[config.mk]
export PLATFORM = sky130hd
export DESIGN_NAME = trigger_conditioner
export DESIGN_NICKNAME = d
export VERILOG_FILES = /design/src/rtl/trigger_conditioner.sv
export SDC_FILE = /design/constraint.sdc
export NUM_CORES = 1
export LEC_CHECK = 0
export ABC_AREA = 1
export CAP_MARGIN = 20
export CORE_MARGIN = 8
export CORE_UTILIZATION = 50
export DETAILED_ROUTE_END_ITERATION = 10
export PLACE_DENSITY = 0.82
export REMOVE_ABC_BUFFERS = 1
export SETUP_SLACK_MARGIN = 0.02
export SKIP_CTS_REPAIR_TIMING = 1
export SLEW_MARGIN = 40
export SYNTH_ARGS = -nofsm -noshare
export SYNTH_HDL_FRONTEND = slang
export SYNTH_SLANG_ARGS = --single-unit
[constraint.sdc]
create_clock -name clk -period 3.8 [get_ports clk]
set_clock_uncertainty 0.15 [all_clocks]
set_input_delay 0.57 -clock clk [delete_from_list [all_inputs] [get_ports clk]]
set_output_delay 0.57 -clock clk [all_outputs]
set_load 0.01 [all_outputs]
[src/rtl/trigger_conditioner.sv]
// External trigger conditioner: synchroniser, glitch filter, rising-edge detect,
// and arm/holdoff/shot-count gating that produces a one-cycle trig pulse.
module trigger_conditioner #(
  parameter int SYNC_STAGES    = 2,
  parameter int FILTER_CYCLES  = 8,
  parameter int HOLDOFF_CYCLES = 70000,
  parameter int HOLDOFF_W      = 32
) (
  input  logic        clk,
  input  logic        rst_n,
  input  logic        ext_trig,
  input  logic        arm,
  input  logic [15:0] shots,
  output logic        trig,
  output logic        armed,
  output logic        busy,
  output logic        done,
  output logic        missed,
  output logic [15:0] shot_count
);

  localparam int FW = (FILTER_CYCLES < 2) ? 1 : $clog2(FILTER_CYCLES);
  localparam logic [FW-1:0]        FILT_LAST = FW'(FILTER_CYCLES - 1);
  localparam logic [HOLDOFF_W-1:0] HOLD_INIT = HOLDOFF_W'(HOLDOFF_CYCLES - 1);

  typedef enum logic [1:0] {IDLE, ARMED, HOLDOFF, DONE} state_t;

  state_t                 state, state_n;
  logic [SYNC_STAGES-1:0] sync_q;
  logic                   sync_v;
  logic [FW-1:0]          filt_cnt;
  logic                   level, level_d;
  logic                   rise;
  logic [HOLDOFF_W-1:0]   hold_cnt;
  logic [15:0]            shots_lat;
  logic                   fire, start, miss_set, hold_dec;

  assign sync_v = sync_q[SYNC_STAGES-1];
  assign rise   = level & ~level_d;

  // Level only flips after FILTER_CYCLES consecutive samples disagree with it
  always_ff @(posedge clk or negedge rst_n) begin
    if (!rst_n) begin
      sync_q   <= '0;
      filt_cnt <= '0;
      level    <= 1'b0;
      level_d  <= 1'b0;
    end else begin
      sync_q  <= {sync_q[SYNC_STAGES-2:0], ext_trig};
      level_d <= level;
      if (sync_v != level) begin
        if (filt_cnt == FILT_LAST) begin
          level    <= sync_v;
          filt_cnt <= '0;
        end else begin
          filt_cnt <= filt_cnt + 1'b1;
        end
      end else begin
        filt_cnt <= '0;
      end
    end
  end

  always_ff @(posedge clk or negedge rst_n) begin
    if (!rst_n) state <= IDLE;
    else        state <= state_n;
  end

  always_comb begin
    state_n  = state;
    fire     = 1'b0;
    start    = 1'b0;
    miss_set = 1'b0;
    hold_dec = 1'b0;
    case (state)
      IDLE: begin
        if (arm) begin
          state_n = ARMED;
          start   = 1'b1;
        end
      end
      ARMED: begin
        if (!arm) state_n = IDLE;
        else if (rise) begin
          fire    = 1'b1;
          state_n = HOLDOFF;
        end
      end
      HOLDOFF: begin
        if (!arm) state_n = IDLE;
        else begin
          if (rise) miss_set = 1'b1;
          if (hold_cnt == '0) begin
            if (shots_lat != 16'd0 && shot_count == shots_lat) state_n = DONE;
            else                                               state_n = ARMED;
          end else begin
            hold_dec = 1'b1;
          end
        end
      end
      DONE: begin
        if (!arm) state_n = IDLE;
      end
      default: state_n = IDLE;
    endcase
  end

  // Status outputs are registered from the next state so they align with it
  always_ff @(posedge clk or negedge rst_n) begin
    if (!rst_n) begin
      trig       <= 1'b0;
      armed      <= 1'b0;
      busy       <= 1'b0;
      done       <= 1'b0;
      missed     <= 1'b0;
      shot_count <= '0;
      shots_lat  <= '0;
      hold_cnt   <= '0;
    end else begin
      trig  <= fire;
      armed <= (state_n == ARMED) || (state_n == HOLDOFF);
      busy  <= (state_n == HOLDOFF);
      done  <= (state_n == DONE);
      if (start) begin
        shots_lat  <= shots;
        shot_count <= '0;
        missed     <= 1'b0;
      end
      if (fire) begin
        shot_count <= shot_count + 16'd1;
        hold_cnt   <= HOLD_INIT;
      end else if (hold_dec) begin
        hold_cnt <= hold_cnt - 1'b1;
      end
      if (miss_set) missed <= 1'b1;
    end
  end

endmodule

==> metrics.yaml <==
synth:
  ys_seq_area_share_pct: 45.67
  synth_edf_count: 0
  synthArstFlopShare_pct: 100.0
  synth_common_cells: "156 x nand2_1, 83 x nor2_1, 78 x dfrtp_1"
  synth_area_leader_cell: "dfrtp_1"
  synth_compound_area_share_pct: 9.456
  synth.distinct_cells: 35
  synth_adder_area_share_pct: 1.464
  synth_top_area_share_pct: 45.67
  ys_seq_elements: 78
  synth.most_common_cell: "nand2_1"
  synthMuxAreaShare_pct: 0
  yosys_warnings: 0
  netlist_area_um2: 4274
  synth_area_leaders: "dfrtp_1 46%, nand2_1 14%, nor2_1 7.3%"
  synthXorXnorAreaFrac_pct: 5.738
  synthSimpleGateAreaFrac_pct: 31.62
  postSynthAreaPerCell_um2: 7.771
  synthFlopType: "dfrtp_1"
  syn_inst: 550
  synth_top_family_by_area: "simple AND/OR/NAND/NOR gates"
worst_setup_path:
  crit_end: "hold_cnt[21]"
  reg2reg_slack_ns: 1.51
  worstSetupEndpointType: "flop"
  cp-startpoint: "hold_cnt[0]"
  reg2reg_to: "hold_cnt[21]"
  worstSetupPathType: "reg2reg"
  r2r_cells: 10
  start_kind: "flop"
  crit_fanout: 27
  crit_arrival_ns: 2.38
  reg2reg_from: "hold_cnt[0]"
  required_ns: 3.89
sta:
  rsz0062_at_grt: "no"
  hold_viol: 0
  min_period_ns: 2.290
  fin_setup_tns_ns: 0
  holdWs_ns: 0.08978
  max_freq_mhz: 436.8
  tightestPinTransition_ns: 0.6987
  fin_crit_sh_pct: 60.25
  slew_headroom_pct: 53.42
  slew_viol_final: 0
  setup_violations: 0
cells_and_area:
  finalNetCount: 615
  synthToLayoutAreaGrowth_pct: 15.40
  diodes: 0
  drive_gt1_share_pct: 7.899
power_and_ir_drop:
  ir_drop_uv: 280.4
  power_density_nw_per_um2: 666.5
  p_leak_uw: 0.002302
  total_power_uw: 3287
route:
  wl_per_cell_um: 13.83
  drt_iter0_markers: 200
  drcViolationCount: 0
  drt_pass1_iterations: 5
  wl_um: 9683
  vias_per_cell: 5.359
  drtAntennaViolNets: 0
  vias: 3751
global_routing:
  grt_first_pass_wirelength_um: 16770
  grt_pass1_vias: 3727
  grt_max_degree: 79
  antenna_found_initial: 0
  grt_overflow: 0
  track_usage_pct: 17.66
floorplan:
  io_pins: 41
  start_util_pct: 51.76
  die_w_um: 108.5
  dieArea_um2: 11760
  placementRows: 33
  die_y_um: 108.5
  core_um2: 8258
clocking:
  insertion_delay_ns: 0.35
  clk_path_buf_depth: 2
  htreeDepth: 3
  cts.clk_slew.worst_paths_ns: 0.08
  cts_tree: "yes"
  cts_num_sinks: 78
  cts-root-buf: "clkbuf_8"
  cts_buffers: 9
run_status:
  status: "finished clean"
worst_hold_path:
  min_path_type: "in2async"
placement:
  gp_congestion: 0.9147
  hpwl_um: 7000
  io_buffers: 40
flow_run:
  max_cap_violations: 0
[critical path, stage by stage (launching register included)]
cell,delay (ns)
dfrtp_1,0.43
inv_1,0.07
ha_1,0.26
nand2_2,0.15
nor2_4,0.19
nand4_4,0.15
nand2_4,0.28
nand2_4,0.16
clkinv_2,0.19
nand2_1,0.07
o31ai_1,0.08
[cell type report]
class	instances	area (um2)
Clock buffer	10	137.6
Sequential cell	78	1952
Clock inverter	6	61.31
Multi-Input combinational cell	413	2063
Timing Repair Buffer	41	409.1
Inverter	47	177.7
Fill cell	735	3326
Tap cell	105	131.4
[sequential cells by signal, indices dropped and copies added (netlist names), 2 cells and up]
signal / cells
shot_count: 16
sync_q: 2
state: 2
shots_lat: 16
hold_cnt: 32
filt_cnt: 3
[cell families (layout without fill, tap and decap cells)]
family,Yosys count,count (layout)
fa+ha+maj,5,5
compound gates,73,73
buf+inv,59,104
flops,78,78
simple gates,307,307
xor+xnor,28,28
[where the power goes]
| group | switching (uW) | total [uW] | internal (uW) |
|---|---|---|---|
| clock network | 309 | 628 | 319 |
| logic | 888 | 1370 | 483 |
| registers | 227 | 1290 | 1060 |
| total | 1420 | 3290 | 1860 |
[layer usage]
metal | GRT usage (%) | wire (um) | vias to the layer above
li1 | - | - | 1843
met1 | 22.12 | 4245 | 1753
met2 | 28.73 | 4648 | 133
met3 | 3.688 | 564 | 22
met4 | 8.016 | 225 | 0
met5 | 0 | 0 | -
[worst min-delay path by stage]
stage,from,end,slack [ns]
after global placement,sync_q[0],sync_q[1],0.18
after global routing,rst_n,hold_cnt[5],0.14
after floorplan,rst_n,armed,0.12
final,rst_n,hold_cnt[9],0.09
after detailed placement,sync_q[0],sync_q[1],0.19
after CTS,rst_n,hold_cnt[19],0.12
[per-stage QoR]
| stage | cells | setup WS [ns] | utilization, % | cell area [um2] |
|---|---|---|---|---|
| 3_5_place_dp | 684 | 1.186 | 57.32 | 4733 |
| 5_1_grt | 700 | 1.323 | 59.73 | 4932 |
| 2_1_floorplan | 538 | 1.744 | - | 4193 |
| 6_report | 700 | 1.510 | 59.73 | 4932 |
| 4_1_cts | 700 | 1.512 | 59.73 | 4932 |
| 3_3_place_gp | 684 | 1.335 | 57.27 | 4730 |
[layout by cell type, fill, tap and decap left out, types with 14 or more instances in the layout]
cell type        count
nor2_1              83
nand3_1             24
nand2_1            156
clkdlybuf4s50_1     39
dfrtp_1             78
xor2_1              14
a21oi_1             21
o21ai_0             26
xnor2_1             14
inv_1               42
Power figures use the tool's default switching activity.
==> variant 1: new RTL, config.mk and constraints unchanged <==
Reset style: synchronous (`rst_n`), changed in 3 clocked blocks.
--- a/src/rtl/trigger_conditioner.sv
+++ b/src/rtl/trigger_conditioner.sv
@@ -39,7 +39,7 @@
   assign rise   = level & ~level_d;
 
   // Level only flips after FILTER_CYCLES consecutive samples disagree with it
-  always_ff @(posedge clk or negedge rst_n) begin
+  always_ff @(posedge clk) begin
     if (!rst_n) begin
       sync_q   <= '0;
       filt_cnt <= '0;
@@ -61,7 +61,7 @@
     end
   end
 
-  always_ff @(posedge clk or negedge rst_n) begin
+  always_ff @(posedge clk) begin
     if (!rst_n) state <= IDLE;
     else        state <= state_n;
   end
@@ -106,7 +106,7 @@
   end
 
   // Status outputs are registered from the next state so they align with it
-  always_ff @(posedge clk or negedge rst_n) begin
+  always_ff @(posedge clk) begin
     if (!rst_n) begin
       trig       <= 1'b0;
       armed      <= 1'b0;
Behaviour: differs if rst_n is asserted again (counterexample within 4 cycles, from zero or initial values and one cycle with rst_n low); with rst_n held inactive, the same outputs for 10 cycles.
==> variant 1 against the original RTL <==
Worst hold slack gained 0.18 ns. Sequential cell count is the same. Via count grew 9.5%. Design area is essentially flat. Global-route usage shrank 0.21 points. Synthesized area grew 0.79%. Wire length grew 1.8%. Setup slack lost 0.16 ns. Critical path depth shrank 4.
Power is not compared: it rests on default switching activity, and its combinational part moved more than twofold at a synthesized area within 25%.
==> variant 1: results (changes against the original RTL) <==
- post-synthesis share of cell area spent on xor and xnor gates: 0.0529, -0.00452
- worst-path cell with the longest stage delay: sky130_fd_sc_hd__clkinv_1
- antenna violations before repair: 0, unchanged
- Synth Flop Type: sky130_fd_sc_hd__dfxtp_1
- pin count of the biggest net entering global routing: 38, -52%
- half-perimeter wire length of the detailed placement result: 7300 µm, +4.2%
- final weighted congestion in routability-driven placement: 0.948, +3.7%
- fraction of the yosys area taken by sequential cells: 0.362, -0.0942
- class of the worst hold path: reg -> reg
- global-route wire length before repair: 17,200 µm, +2.5%
- aggregate routed wire length: 9860 µm, +1.8%
- Post-synth top cells: 193 x sky130_fd_sc_hd__nand2_1, 88 x sky130_fd_sc_hd__nor2_1, 78 x sky130_fd_sc_hd__dfxtp_1
- Post-synth ARST share: 0, -1.00
- number of global-route vias before repair: 3,970, +6.5%
- share of final-layout standard cells stronger than drive strength 1: 0.0830, +0.00398
- number of cells in the finished layout apart from fillers: 795, +14%
- biggest regs: hold_cnt (32), shot_count (16), shots_lat (16)
- largest family of logic cells by synthesized area: simple AND/OR/NAND/NOR gates
- Filler Cell Count: 816, +11%
- Cell Area, Placed: 0.00477 mm², +0.71%
- number of vias after detailed routing: 4,106, +9.5%
- IO Port Bufs: 40, unchanged
- Layout Nets: 709, +15%
- Worst Path Max Fanout: 21, -22%
- cells taking the most area after synthesis: sky130_fd_sc_hd__dfxtp_1 36%, sky130_fd_sc_hd__nand2_1 17%, sky130_fd_sc_hd__nor2_1 7.7%
- violation count after the first detailed-route iteration: 184, -8.0%
- worst slack after detailed placement: 0.982 ns, -0.204 ns
- Rel. slew slack: 0.483, -0.0515
- Arr. time, crit path: 2.56 ns, +0.18 ns
- run status: completed
- adder-cell area share of the yosys netlist: 0.0174, +0.00279
- antenna diode count: 0, unchanged
- Yosys cell types: 37, +5.7%
- Post-Place Cells: 780, +14%
- mean instance size in the synthesized netlist: 6.66 µm², -14%
- kind of cell adding the most delay to the critical path: buffers and inverters
- count of antenna-violating nets left after detailed routing: 0, unchanged
- All-Layer GR Usage: 0.174, -0.00215
- Synth Area in Compound Gates: 0.141, +0.0469
- peak per-stage delay on the critical path: 0.63 ns, +0.20 ns
## variant 1: cell families (layout without fill, tap and decap cells)
family | after synthesis | after routing
and+or+nand+nor | 340 | 340
AOI/OAI and AO/OA | 103 | 103
adders and majority gates | 6 | 6
DFF | 78 | 78
xor gates and xnor gates | 26 | 26
buffers and inverters | 94 | 134
## variant 1: cell type report
cell class	instances	area share
sequential	78	0.317
inverter	76	0.0579
timing repair buffer	43	0.0858
tap	108	0.0274
clock buffer	10	0.0259
multi-input combinational	475	0.479
clock inverter	5	0.00736
## variant 1: worst paths after layout
kind | startpoint | endpoint | slack (ns) | cells after the start
setup / recovery | arm | hold_cnt[27]$_SDFFE_PP0P_ | 1.35 | 6
hold / removal | sync_q[0]$_SDFF_PN0_ | sync_q[1]$_SDFF_PN0_ | 0.27 | 2
setup reg to reg | hold_cnt[0]$_SDFFE_PN0P_ | hold_cnt[4]$_SDFFE_PP0P_ | 1.49 | 11
hold reg to reg | sync_q[0]$_SDFF_PN0_ | sync_q[1]$_SDFF_PN0_ | 0.27 | 2
## variant 1: stage by stage
stage,utilization,hold WS [ns]
final,0.577,0.273
after global routing,0.577,0.299
after CTS,0.577,0.275
after detailed placement,0.558,0.256
after global placement,0.558,0.242
after floorplan,-,0.240
## variant 1: report_power, final
group	switching (mW)	internal [mW]
clock	0.311	0.235
combinational	0.0671	0.0465
sequential	0.00867	0.833
total	0.387	1.11
## variant 1: worst register-to-register path, stage by stage, from the launching register on
cell	delay, ns
sky130_fd_sc_hd__dfxtp_1	0.41
sky130_fd_sc_hd__inv_1	0.14
sky130_fd_sc_hd__ha_1	0.23
sky130_fd_sc_hd__nand3_1	0.08
sky130_fd_sc_hd__nor2_1	0.06
sky130_fd_sc_hd__nand2_2	0.13
sky130_fd_sc_hd__nor2_4	0.05
sky130_fd_sc_hd__nor2_4	0.59
sky130_fd_sc_hd__nand3_1	0.20
sky130_fd_sc_hd__nand2_1	0.10
sky130_fd_sc_hd__nand2_1	0.05
sky130_fd_sc_hd__nor2_1	0.08
## variant 1: routing by layer
layer  track usage  up-vias  wire length, µm
li1              -     2101                -
met1         0.204     1888             4350
met2         0.306      104             4820
met3        0.0426       13              535
met4        0.0577        0              153
met5             0        -                0
==> variant 2: new RTL, config.mk and constraints unchanged <==
Made on the original files. `HOLDOFF_W`: 32 -> 36.
--- a/src/rtl/trigger_conditioner.sv
+++ b/src/rtl/trigger_conditioner.sv
@@ -4,7 +4,7 @@
   parameter int SYNC_STAGES    = 2,
   parameter int FILTER_CYCLES  = 8,
   parameter int HOLDOFF_CYCLES = 70000,
-  parameter int HOLDOFF_W      = 32
+  parameter int HOLDOFF_W      = 36
 ) (
   input  logic        clk,
   input  logic        rst_n,
Behaviour: no difference found for any inputs over 10 cycles, from zero or initial values and one cycle with rst_n low; that may be too few to reach the edited logic, so the function may still have changed.
==> variant 2 against the original RTL <==
Sequential share of layout area shrank 1.2 points. Global-route usage grew 1.0 points. Critical path depth shrank 2. Total power is essentially flat. Largest cell class unchanged. Die area grew 7.2%. Final cell count grew 14%. Sequential cell count grew 4. Synthesized area grew 8.4%. Setup slack lost 0.053 ns. Wire length grew 16%. Design area grew 8.5%.
==> variant 2: results (changes against the original RTL) <==
- Layout Nets: 704, +14%
- All-Layer GR Usage: 0.187, +0.0104
- Post-Syn Instances: 639, +16%
- biggest regs: hold_cnt (36), shot_count (16), shots_lat (16)
- maximum ir drop on the vdd rail: 0.345 mV, +23%
- Static Leak: 2.54 nW, +10%
- number of cells in the finished layout apart from fillers: 795, +14%
- fraction of the yosys area taken by sequential cells: 0.443, -0.0139
- met2 usage: 0.295, +0.00819
- Post-Place Cells: 779, +14%
- per-cell via count in the routed design: 5.37, +0.30%
- run status: completed
- pin count of the biggest net entering global routing: 83, +5.1%
- Arr. time, crit path: 2.43 ns, +0.05 ns
- number of global-route vias before repair: 4,184, +12%
- Cell Area, Placed: 0.00512 mm², +8.1%
- violation count after the first detailed-route iteration: 395, +98%
- met3 GRT Util: 0.0322, -0.00468
- final instance area: 0.00535 mm², +8.5%
- net switching component of the power: 1.38 mW, -2.8%
- aggregate routed wire length: 11,200 µm, +16%
- share of final-layout standard cells stronger than drive strength 1: 0.0541, -0.0249
- half-perimeter wire length of the detailed placement result: 8130 µm, +16%
- power per unit of standard cell area: 614 mW/mm², -7.8%
- Worst Path Max Fanout: 19, -30%
==> variant 2: worst paths after layout <==
check | startpoint | endpoint | slack (ns)
max in group asynchronous | rst_n | hold_cnt[4]$_DFFE_PN0P_ | 2.95
setup reg to reg | hold_cnt[0]$_DFFE_PN0P_ | hold_cnt[25]$_DFFE_PN0P_ | 1.46
min in group clk | sync_q[0]$_DFF_PN0_ | sync_q[1]$_DFF_PN0_ | 0.21
setup / recovery | arm | hold_cnt[25]$_DFFE_PN0P_ | 1.46
hold reg to reg | sync_q[0]$_DFF_PN0_ | sync_q[1]$_DFF_PN0_ | 0.21
hold / removal | rst_n | shots_lat[2]$_DFFE_PN0P_ | 0.07
==> variant 2: cell type report <==
class	instances	area share
Clock buffer	9	0.0232
Clock inverter	7	0.0185
Inverter	67	0.0475
Multi-Input combinational cell	477	0.423
Sequential cell	82	0.384
Tap cell	111	0.0260
Timing Repair Buffer	42	0.0783
==> variant 2: critical path: stages <==
cell	delay (ns)
sky130_fd_sc_hd__clkdlybuf4s50_1	0.51
sky130_fd_sc_hd__nand2_1	0.08
sky130_fd_sc_hd__nor2_1	0.24
sky130_fd_sc_hd__inv_2	0.09
sky130_fd_sc_hd__nor2_4	0.49
sky130_fd_sc_hd__nor2_8	0.13
sky130_fd_sc_hd__inv_4	0.19
sky130_fd_sc_hd__o21ai_0	0.10
==> variant 2: layer usage <==
metal,vias to the layer above,share of wire
li1,2120,-
met1,2016,0.47
met2,118,0.46
met3,19,0.054
met4,0,0.019
met5,-,0
==> variant 2: logic make-up after synthesis <==
kind of cell / after synthesis / share of synthesized area
compound gates: 76 / 0.0926
xor+xnor: 19 / 0.0359
fa+ha+maj: 5 / 0.0135
buf+inv: 80 / 0.0705
flops: 82 / 0.443
simple gates: 377 / 0.345
